==> config.mk <==
export PLATFORM = sky130hd
export DESIGN_NAME = mult_booth_seq
export DESIGN_NICKNAME = d
export VERILOG_FILES = /design/src/rtl/mult_booth_seq.sv
export SDC_FILE = /design/constraint.sdc
export NUM_CORES = 1
export LEC_CHECK = 0
export CORE_MARGIN = 2
export CORE_UTILIZATION = 45
export DETAILED_ROUTE_END_ITERATION = 12
export PLACE_DENSITY = 0.68
export SLEW_MARGIN = 40
export SYNTH_ARGS = -nofsm -noshare
export SYNTH_HDL_FRONTEND = slang
export SYNTH_SLANG_ARGS = --single-unit
==> constraint.sdc <==
create_clock -name clk -period 8.5 [get_ports clk]
set_input_delay 2.125 -clock clk [delete_from_list [all_inputs] [get_ports clk]]
set_output_delay 2.125 -clock clk [all_outputs]
set_load 0.01 [all_outputs]
==> src/rtl/mult_booth_seq.sv <==
// mult_booth_seq: sequential radix-2 Booth multiplier; init->done in WIDTH+1 cycles (WIDTH+2 for unsigned).
// No backpressure: init is ignored while busy, stop aborts; MULT_UNSIGNED_EN adds the is_unsigned input.
module mult_booth_seq #(
  parameter int WIDTH = 32
) (
  input  logic             clk,
  input  logic             rst,
  input  logic [WIDTH-1:0] a,
  input  logic [WIDTH-1:0] b,
  input  logic             init,
  input  logic             stop,
`ifdef MULT_UNSIGNED_EN
  input  logic             is_unsigned,
`endif
  output logic [WIDTH-1:0] hi,
  output logic [WIDTH-1:0] lo,
  output logic             busy,
  output logic             done
);

  typedef enum logic [1:0] {
    IDLE   = 2'd0,
    RUN    = 2'd1,
    FINISH = 2'd2
  } state_t;

  state_t state, state_nxt;

  logic [WIDTH:0]     m_r;
  logic [WIDTH:0]     acc_r;
  logic [WIDTH:0]     q_r;
  logic               q_1;
  logic [5:0]         cnt;
  logic               accept;
  logic               busy_nxt;
  logic               done_nxt;
  logic [WIDTH:0]     m_ld;
  logic [WIDTH:0]     q_ld;
  logic [5:0]         cnt_ld;
  logic [WIDTH:0]     sum;
  logic [WIDTH:0]     acc_sh;
  logic [WIDTH:0]     q_sh;
  logic [2*WIDTH-1:0] prod;

`ifdef MULT_UNSIGNED_EN
  logic uns_r;

  // Unsigned operands are zero-extended and need one extra step to consume the zero sign bit.
  always_comb begin
    if (is_unsigned) begin
      m_ld   = {1'b0, a};
      q_ld   = {1'b0, b};
      cnt_ld = 6'(WIDTH + 1);
    end else begin
      m_ld   = {a[WIDTH-1], a};
      q_ld   = {b[WIDTH-1], b};
      cnt_ld = 6'(WIDTH);
    end
  end

  // After WIDTH+1 shifts the low product bits fill all of Q rather than Q[W:1].
  assign prod = uns_r ? {acc_r[WIDTH-2:0], q_r} : {acc_r[WIDTH-1:0], q_r[WIDTH:1]};
`else
  assign m_ld   = {a[WIDTH-1], a};
  assign q_ld   = {b[WIDTH-1], b};
  assign cnt_ld = 6'(WIDTH);
  assign prod   = {acc_r[WIDTH-1:0], q_r[WIDTH:1]};
`endif

  assign accept = (state == IDLE) && init && !stop;

  always_comb begin
    state_nxt = state;
    busy_nxt  = busy;
    done_nxt  = 1'b0;
    if (stop) begin
      state_nxt = IDLE;
      busy_nxt  = 1'b0;
    end else begin
      case (state)
        IDLE: begin
          if (init) begin
            state_nxt = RUN;
            busy_nxt  = 1'b1;
          end
        end
        RUN: begin
          if (cnt <= 6'd1) state_nxt = FINISH;
        end
        FINISH: begin
          state_nxt = IDLE;
          busy_nxt  = 1'b0;
          done_nxt  = 1'b1;
        end
        default: begin
          state_nxt = IDLE;
          busy_nxt  = 1'b0;
        end
      endcase
    end
  end

  always_ff @(posedge clk or posedge rst) begin
    if (rst) state <= IDLE;
    else     state <= state_nxt;
  end

  // One Booth step: add/subtract M per {Q[0],q_1}, then arithmetic shift of {A,Q,q_1}.
  always_comb begin
    case ({q_r[0], q_1})
      2'b01:   sum = acc_r + m_r;
      2'b10:   sum = acc_r - m_r;
      default: sum = acc_r;
    endcase
    acc_sh = {sum[WIDTH], sum[WIDTH:1]};
    q_sh   = {sum[0], q_r[WIDTH:1]};
  end

  always_ff @(posedge clk or posedge rst) begin
    if (rst) begin
      m_r   <= '0;
      acc_r <= '0;
      q_r   <= '0;
      q_1   <= 1'b0;
      cnt   <= '0;
`ifdef MULT_UNSIGNED_EN
      uns_r <= 1'b0;
`endif
      hi    <= '0;
      lo    <= '0;
      busy  <= 1'b0;
      done  <= 1'b0;
    end else begin
      if (accept) begin
        m_r   <= m_ld;
        acc_r <= '0;
        q_r   <= q_ld;
        q_1   <= 1'b0;
        cnt   <= cnt_ld;
`ifdef MULT_UNSIGNED_EN
        uns_r <= is_unsigned;
`endif
      end else if ((state == RUN) && !stop) begin
        acc_r <= acc_sh;
        q_r   <= q_sh;
        q_1   <= q_r[0];
        cnt   <= cnt - 6'd1;
      end
      if ((state == FINISH) && !stop) begin
        hi <= prod[2*WIDTH-1:WIDTH];
        lo <= prod[WIDTH-1:0];
      end
      busy <= busy_nxt;
      done <= done_nxt;
    end
  end

endmodule

## After elaboration in Yosys (flattened, before gate mapping)

Index checks and enable logic that the tools add are counted.

| storage, ports and cells | value |
|---|---|
| flip-flop bits (word level) | 173 |
| input port bits | 68 |
| output and inout bits | 66 |
| word-level logic and storage cells | 48 |

| operators by class | value |
|---|---|
| add/sub/neg operators | 3 |
| $lt $le $gt $ge | 1 |
| equal/unequal tests | 7 |
| mux-type cells | 18 |
| reductions and logical operators | 9 |

Operators by type and width:

| kind | count |
|---|---|
| 2-to-1 mux 33 bit | 4 |
| one-hot mux 33 bit (2 select lines) | 1 |
| adder 33 bit | 1 |
| subtractor 33 bit | 1 |
| 2-to-1 mux 6 bit | 2 |
| less-or-equal comparator 6 x 1 -> 1 bit (second input constant) | 1 |
| 2-to-1 mux 1 bit | 6 |
| 2-to-1 mux 2 bit | 3 |
| != test 3 bit (second input constant) | 2 |
| subtractor 6 x 1 -> 6 bit (second input constant) | 1 |
| equality test 2 x 1 -> 1 bit (second input constant) | 2 |
| equality test 2 bit (second input constant) | 2 |
| logical AND 1 bit | 4 |
| one-hot mux 2 bit (2 select lines) | 1 |
| AND reduction 2 bit | 2 |
| logical NOT 2 bit | 1 |
| != test 2 bit (second input constant) | 1 |
| one-hot mux 1 bit (2 select lines) | 1 |
| nonzero test 2 bit | 1 |
| logical NOT 1 bit | 1 |

## Logic depth before layout (Yosys ltp)

| depth | value |
|---|---|
| depth after elaboration | 4 |
| mapped depth | 18 |
| gate-level depth less buffers | 18 |

## Worst setup path before layout

Ideal clock, no wire load.

| path | value |
|---|---|
| path kind | register to register |
| start point | register m_r[2] |
| end point | register acc_r[30] |
| setup time | 0.083 ns |
| arrival | 3.823 ns |
| slack | 4.594 ns |
| cell stages (with the launch flop) | 17 |
| path through | dfrtp_1 nor3_1 nand3_1 nor3b_1 nand2_1 o41ai_1 xor2_1 ha_1 and4_1 and3_1 a32o_1 a21oi_1 a311oi_1 a311oi_1 o21ai_0 xnor2_1 o21ai_0 |

| on the way | value |
|---|---|
| cells in the longest elaborated chain, start to end | 4 |
| elaborated cells on any way between the ends | 5 |

Ends and longest elaborated chain:

| element | line | RTL |
|---|---|---|
| start, declared | 29 | `logic [WIDTH:0] m_r;` |
| start signal, assigned | 135 | `m_r <= m_ld;` |
| subtractor 33 bit / adder 33 bit (equally long branches) | 112, 111 |  |
| one-hot mux 33 bit (2 select lines) * | 110 | `case ({q_r[0], q_1})` |
| 2-to-1 mux 33 bit * | 143 | `end else if ((state == RUN) && !stop) begin` |
| 2-to-1 mux 33 bit * | 134 | `if (accept) begin` |
| end signal, assigned | 144 | `acc_r <= acc_sh;` |
| end, declared | 30 | `logic [WIDTH:0] acc_r;` |

Every way passes the cells marked *; elsewhere a longest branch is shown, timed or not. The select of a mux whose other input is x is not followed.
A chain may end at the register's enable or synchronous reset.

## Worst setup path after layout

Same ends and word-level chain as after synthesis.

==> results_tabular.tex <==
\begin{tabular}{lr}
\hline
Metric & Value \\
\hline
\multicolumn{2}{l}{\textbf{Outcome}} \\
Status & finished, final reports clean \\
\multicolumn{2}{l}{\textbf{Synthesis}} \\
Top cell type's share of synthesized area & 47.5\% \\
Count of flip-flops with a built-in enable after synthesis & 0 \\
Total number of yosys warnings & 0 \\
Post-Synthesis Cells & 936 \\
Area of the mapped netlist & 9060 um\^{}2 \\
Number of nets in the synthesized netlist & 1041 \\
Number of synthesized register bits & 172 \\
Most used DFF post-synth & dfrtp\_1 \\
Mapped Avg Cell Area & 9.68 um\^{}2 \\
Cell type contributing the most total cell area after synthesis & dfrtp\_1 \\
Share of synthesized area occupied by flip-flops and latches & 47.5\% \\
Distinct cells, synth & 61 \\
Main area contributors after synthesis & dfrtp\_1, mux2\_2, nand2\_1, ha\_1, xnor2\_1 \\
Share of async-settable or async-resettable flops after synthesis & 100\% \\
\multicolumn{2}{l}{\textbf{Placement}} \\
Placed wire-length estimate after detailed placement & 14300 um \\
Instance area after placement & 10600 um\^{}2 \\
Number of buffer cells added on primary ports & 133 \\
Final Wtd Congestion & 0.859 \\
\multicolumn{2}{l}{\textbf{STA}} \\
Final Setup Violations & 0 \\
Post-route setup TNS & 0 ns \\
Max Clk Rate & 0.213 GHz \\
Final worst path period need & 4.70 ns \\
Post-route fraction of the period consumed by the critical path & 55.3\% \\
Worst clock skew & 0.0119 ns \\
Worst-Margin Slew & 0.803 ns \\
Number of max-slew violations in the final report & 0 \\
Setup repair after global routing missed its margin & false \\
Max-slew headroom at the worst pin & 46.4\% \\
Number of hold violations in the final report & 0 \\
\multicolumn{2}{l}{\textbf{Clock tree}} \\
Number of buffers inserted to repair setup after CTS & 0 \\
Number of clock sinks seen by CTS & 172 \\
Cells resized by post-CTS repair & 0 \\
Longest Clk Path Bufs & 2 \\
Clock root cell & clkbuf\_16 \\
H-tree Lvls & 4 \\
CTS tree & yes \\
Clock-pin transition on the worst setup and hold timing paths & 0.08 ns \\
Number of hold-repair buffers added at the cts stage & 0 \\
Skew-Pair Late Insertion Delay & 0.44 ns \\
CTS buffer count & 17 \\
\multicolumn{2}{l}{\textbf{Global routing}} \\
Antenna violations before repair & 0 \\
Met1 GRT Util & 29.6\% \\
Gr usage total & 20.8\% \\
Layer with the highest usage after global routing & met2 \\
Global-route track usage on met2 & 32.9\% \\
Met3 usage in global routing & 3.29\% \\
Congestion Overflow GR & 0 \\
Global-route wire length before repair & 36000 um \\
Pin count of the biggest net entering global routing & 93 \\
Vias in the first global route & 6992 \\
\multicolumn{2}{l}{\textbf{Setup path}} \\
Logic depth of the worst register-to-register path & 16 \\
Endpoint type of the worst setup path & register \\
Crit-path max FO & 6 \\
Arrival time of data at the critical path endpoint & 5.02 ns \\
Launching point of the worst reg2reg path & m\_r[2] \\
Critical path origin & m\_r[2] \\
Critical path class & reg2reg \\
FF-to-FF setup slack & 3.80 ns \\
Endpoint of the worst register-to-register path & acc\_r[30] \\
Worst EP required & 8.82 ns \\
Startpoint Class & register \\
\multicolumn{2}{l}{\textbf{Routing}} \\
Antenna Nets Post-Route & 0 \\
Average wire length per cell after detail routing & 16.0 um \\
Total via count in the routed design & 7174 \\
\# DRC & 0 \\
Iter 0 DRT Violations & 537 \\
Per-cell via count in the routed design & 5.40 \\
Total routed wirelength & 21200 um \\
Iteration count of the initial detailed-routing pass & 7 \\
\multicolumn{2}{l}{\textbf{Final layout}} \\
Area overhead of the layout relative to synthesis & 24.5\% \\
Filler Cells Inserted & 1745 \\
Diodes inserted & 0 \\
Ratio of cells with drive above 1 in the final layout & 11.5\% \\
Post-route cell area & 11300 um\^{}2 \\
Net total in the final layout & 1156 \\
\multicolumn{2}{l}{\textbf{Min path}} \\
HP Class & reg2reg \\
WHS Endpoint & state[0] \\
Worst hold path cell count & 1 \\
Worst hold path startpoint & state[1] \\
\multicolumn{2}{l}{\textbf{Power and ir drop}} \\
Cell area power density & 332 nW/um\^{}2 \\
VDD IR max & 0.172 mV \\
Leakage Power & 5.20 nW \\
\multicolumn{2}{l}{\textbf{Die}} \\
Top-Level Pins & 134 \\
Starting utilization of the core area & 46.3\% \\
Die area & 21300 um\^{}2 \\
Vert. Die Dim & 146 um \\
Core Rows & 51 \\
Die boundary width & 146 um \\
Placeable Area & 19600 um\^{}2 \\
\multicolumn{2}{l}{\textbf{Job}} \\
Total of max-cap violations & 0 \\
\hline
\end{tabular}
metrics by stage:
step                      power (mW)  utilization (%)  instances  setup slack, ns  hold WS (ns)
final                           3.75             57.6       1329             3.80         0.494
after global routing            4.04             57.6       1329             3.23         0.517
after CTS                       3.76             57.6       1329             3.81         0.473
after detailed placement        2.92             54.3       1297             3.82         0.449
after global placement          2.89             54.2       1297             3.85         0.457
after floorplan                 2.46                -        936             1.71         0.423
logic make-up after synthesis:
| group | share of synthesized area, % |
|---|---|
| flip-flops | 47.5 |
| XOR/XNOR | 5.99 |
| AND/OR/NAND/NOR | 15.4 |
| buffers and inverters | 2.80 |
| adder cells (fa/ha/maj) | 5.19 |
| AO/OA/AOI/OAI | 14.6 |
| multiplexers | 8.50 |
how the worst max path moves through the flow:
| stage | cells past startpoint | endpoint |
|---|---|---|
| 2_1_floorplan | 1 | acc_r[0] |
| 3_3_place_gp | 8 | acc_r[30] |
| 3_5_place_dp | 8 | acc_r[30] |
| 4_1_cts | 16 | acc_r[30] |
| 5_1_grt | 16 | acc_r[29] |
| 6_report | 16 | acc_r[30] |
cells in the final DEF, fill, tap and decap left out, types with 6 or more instances in the layout:
cell / synthesis / routed
nor3_1: 18 / 18
a21o_1: 10 / 10
o21ai_0: 54 / 54
o21a_1: 8 / 8
a22oi_1: 32 / 32
clkdlybuf4s50_1: 0 / 133
a21oi_1: 60 / 60
nand2_1: 189 / 189
and3_1: 6 / 6
a32oi_1: 6 / 6
xnor2_1: 46 / 46
nand3_1: 12 / 12
dfrtp_1: 172 / 172
clkinv_8: 0 / 6
a31oi_1: 8 / 8
nor2_1: 64 / 63
mux2_2: 64 / 64
xor2_1: 16 / 16
buf_4: 0 / 7
clkbuf_16: 0 / 17
ha_1: 36 / 36
inv_1: 16 / 15
cell usage after synthesis (4+ instances only):
master    number
o21a_1         8
mux2i_1        5
nor2_1        64
a32oi_1        6
mux2_2        64
inv_1         16
o31ai_1        4
o21ai_0       54
nand3_1       12
dfrtp_1      172
clkbuf_1      39
nor3_1        18
a211oi_1       4
nand2b_1       5
a21oi_1       60
nand2_1      189
xnor2_1       46
ha_1          36
and3_1         6
buf_1          4
and2_1         5
a22oi_1       32
a31oi_1        8
a21o_1        10
xor2_1        16
sequential cells by signal, indices dropped and copies added, names as in the netlist:
name / cells
q_1: 1
m_r: 32
lo: 32
q_r: 33
acc_r: 32
cnt: 6
busy: 1
state: 2
done: 1
hi: 32
layer usage:
layer  wire (um)  vias up
li1            -     3518
met1       10000     3461
met2       10000      174
met3         903       21
met4         272        0
met5           0        -
power by group:
| part | leakage (nW) | switching [mW] | total, mW | internal [mW] |
|---|---|---|---|---|
| Sequential | 2.27 | 0.215 | 1.25 | 1.04 |
| Combinational | 2.62 | 0.889 | 1.66 | 0.776 |
| Clock | 0.310 | 0.416 | 0.831 | 0.415 |
| Total | 5.20 | 1.52 | 3.75 | 2.23 |
worst max-delay path, stage by stage, from the launching register on:
cell and delay, ns:
dfrtp_1 0.44, nor3_1 0.44, nand3_1 0.17, nor3b_1 0.40, nand2_1 0.19, o41ai_1 0.34, xor2_1 0.21, ha_1 0.32
and4_1 0.24, and3_1 0.19, a32o_1 0.25, a21oi_1 0.24, a311oi_1 0.21, a311oi_1 0.49, o21ai_0 0.21, xnor2_1 0.16
o21ai_0 0.08
final cells by class:
| cell class | instances | area, um^2 | area share [%] |
|---|---|---|---|
| inverters | 16 | 67.6 | 0.599 |
| flip-flops and latches | 172 | 4300 | 38.2 |
| repair buffers | 142 | 1410 | 12.5 |
| well taps | 265 | 332 | 2.94 |
| multi-input cells | 702 | 4520 | 40.1 |
| clock buffers | 17 | 425 | 3.77 |
| clock inverters | 15 | 221 | 1.96 |
(Power assumes the default switching activity.)
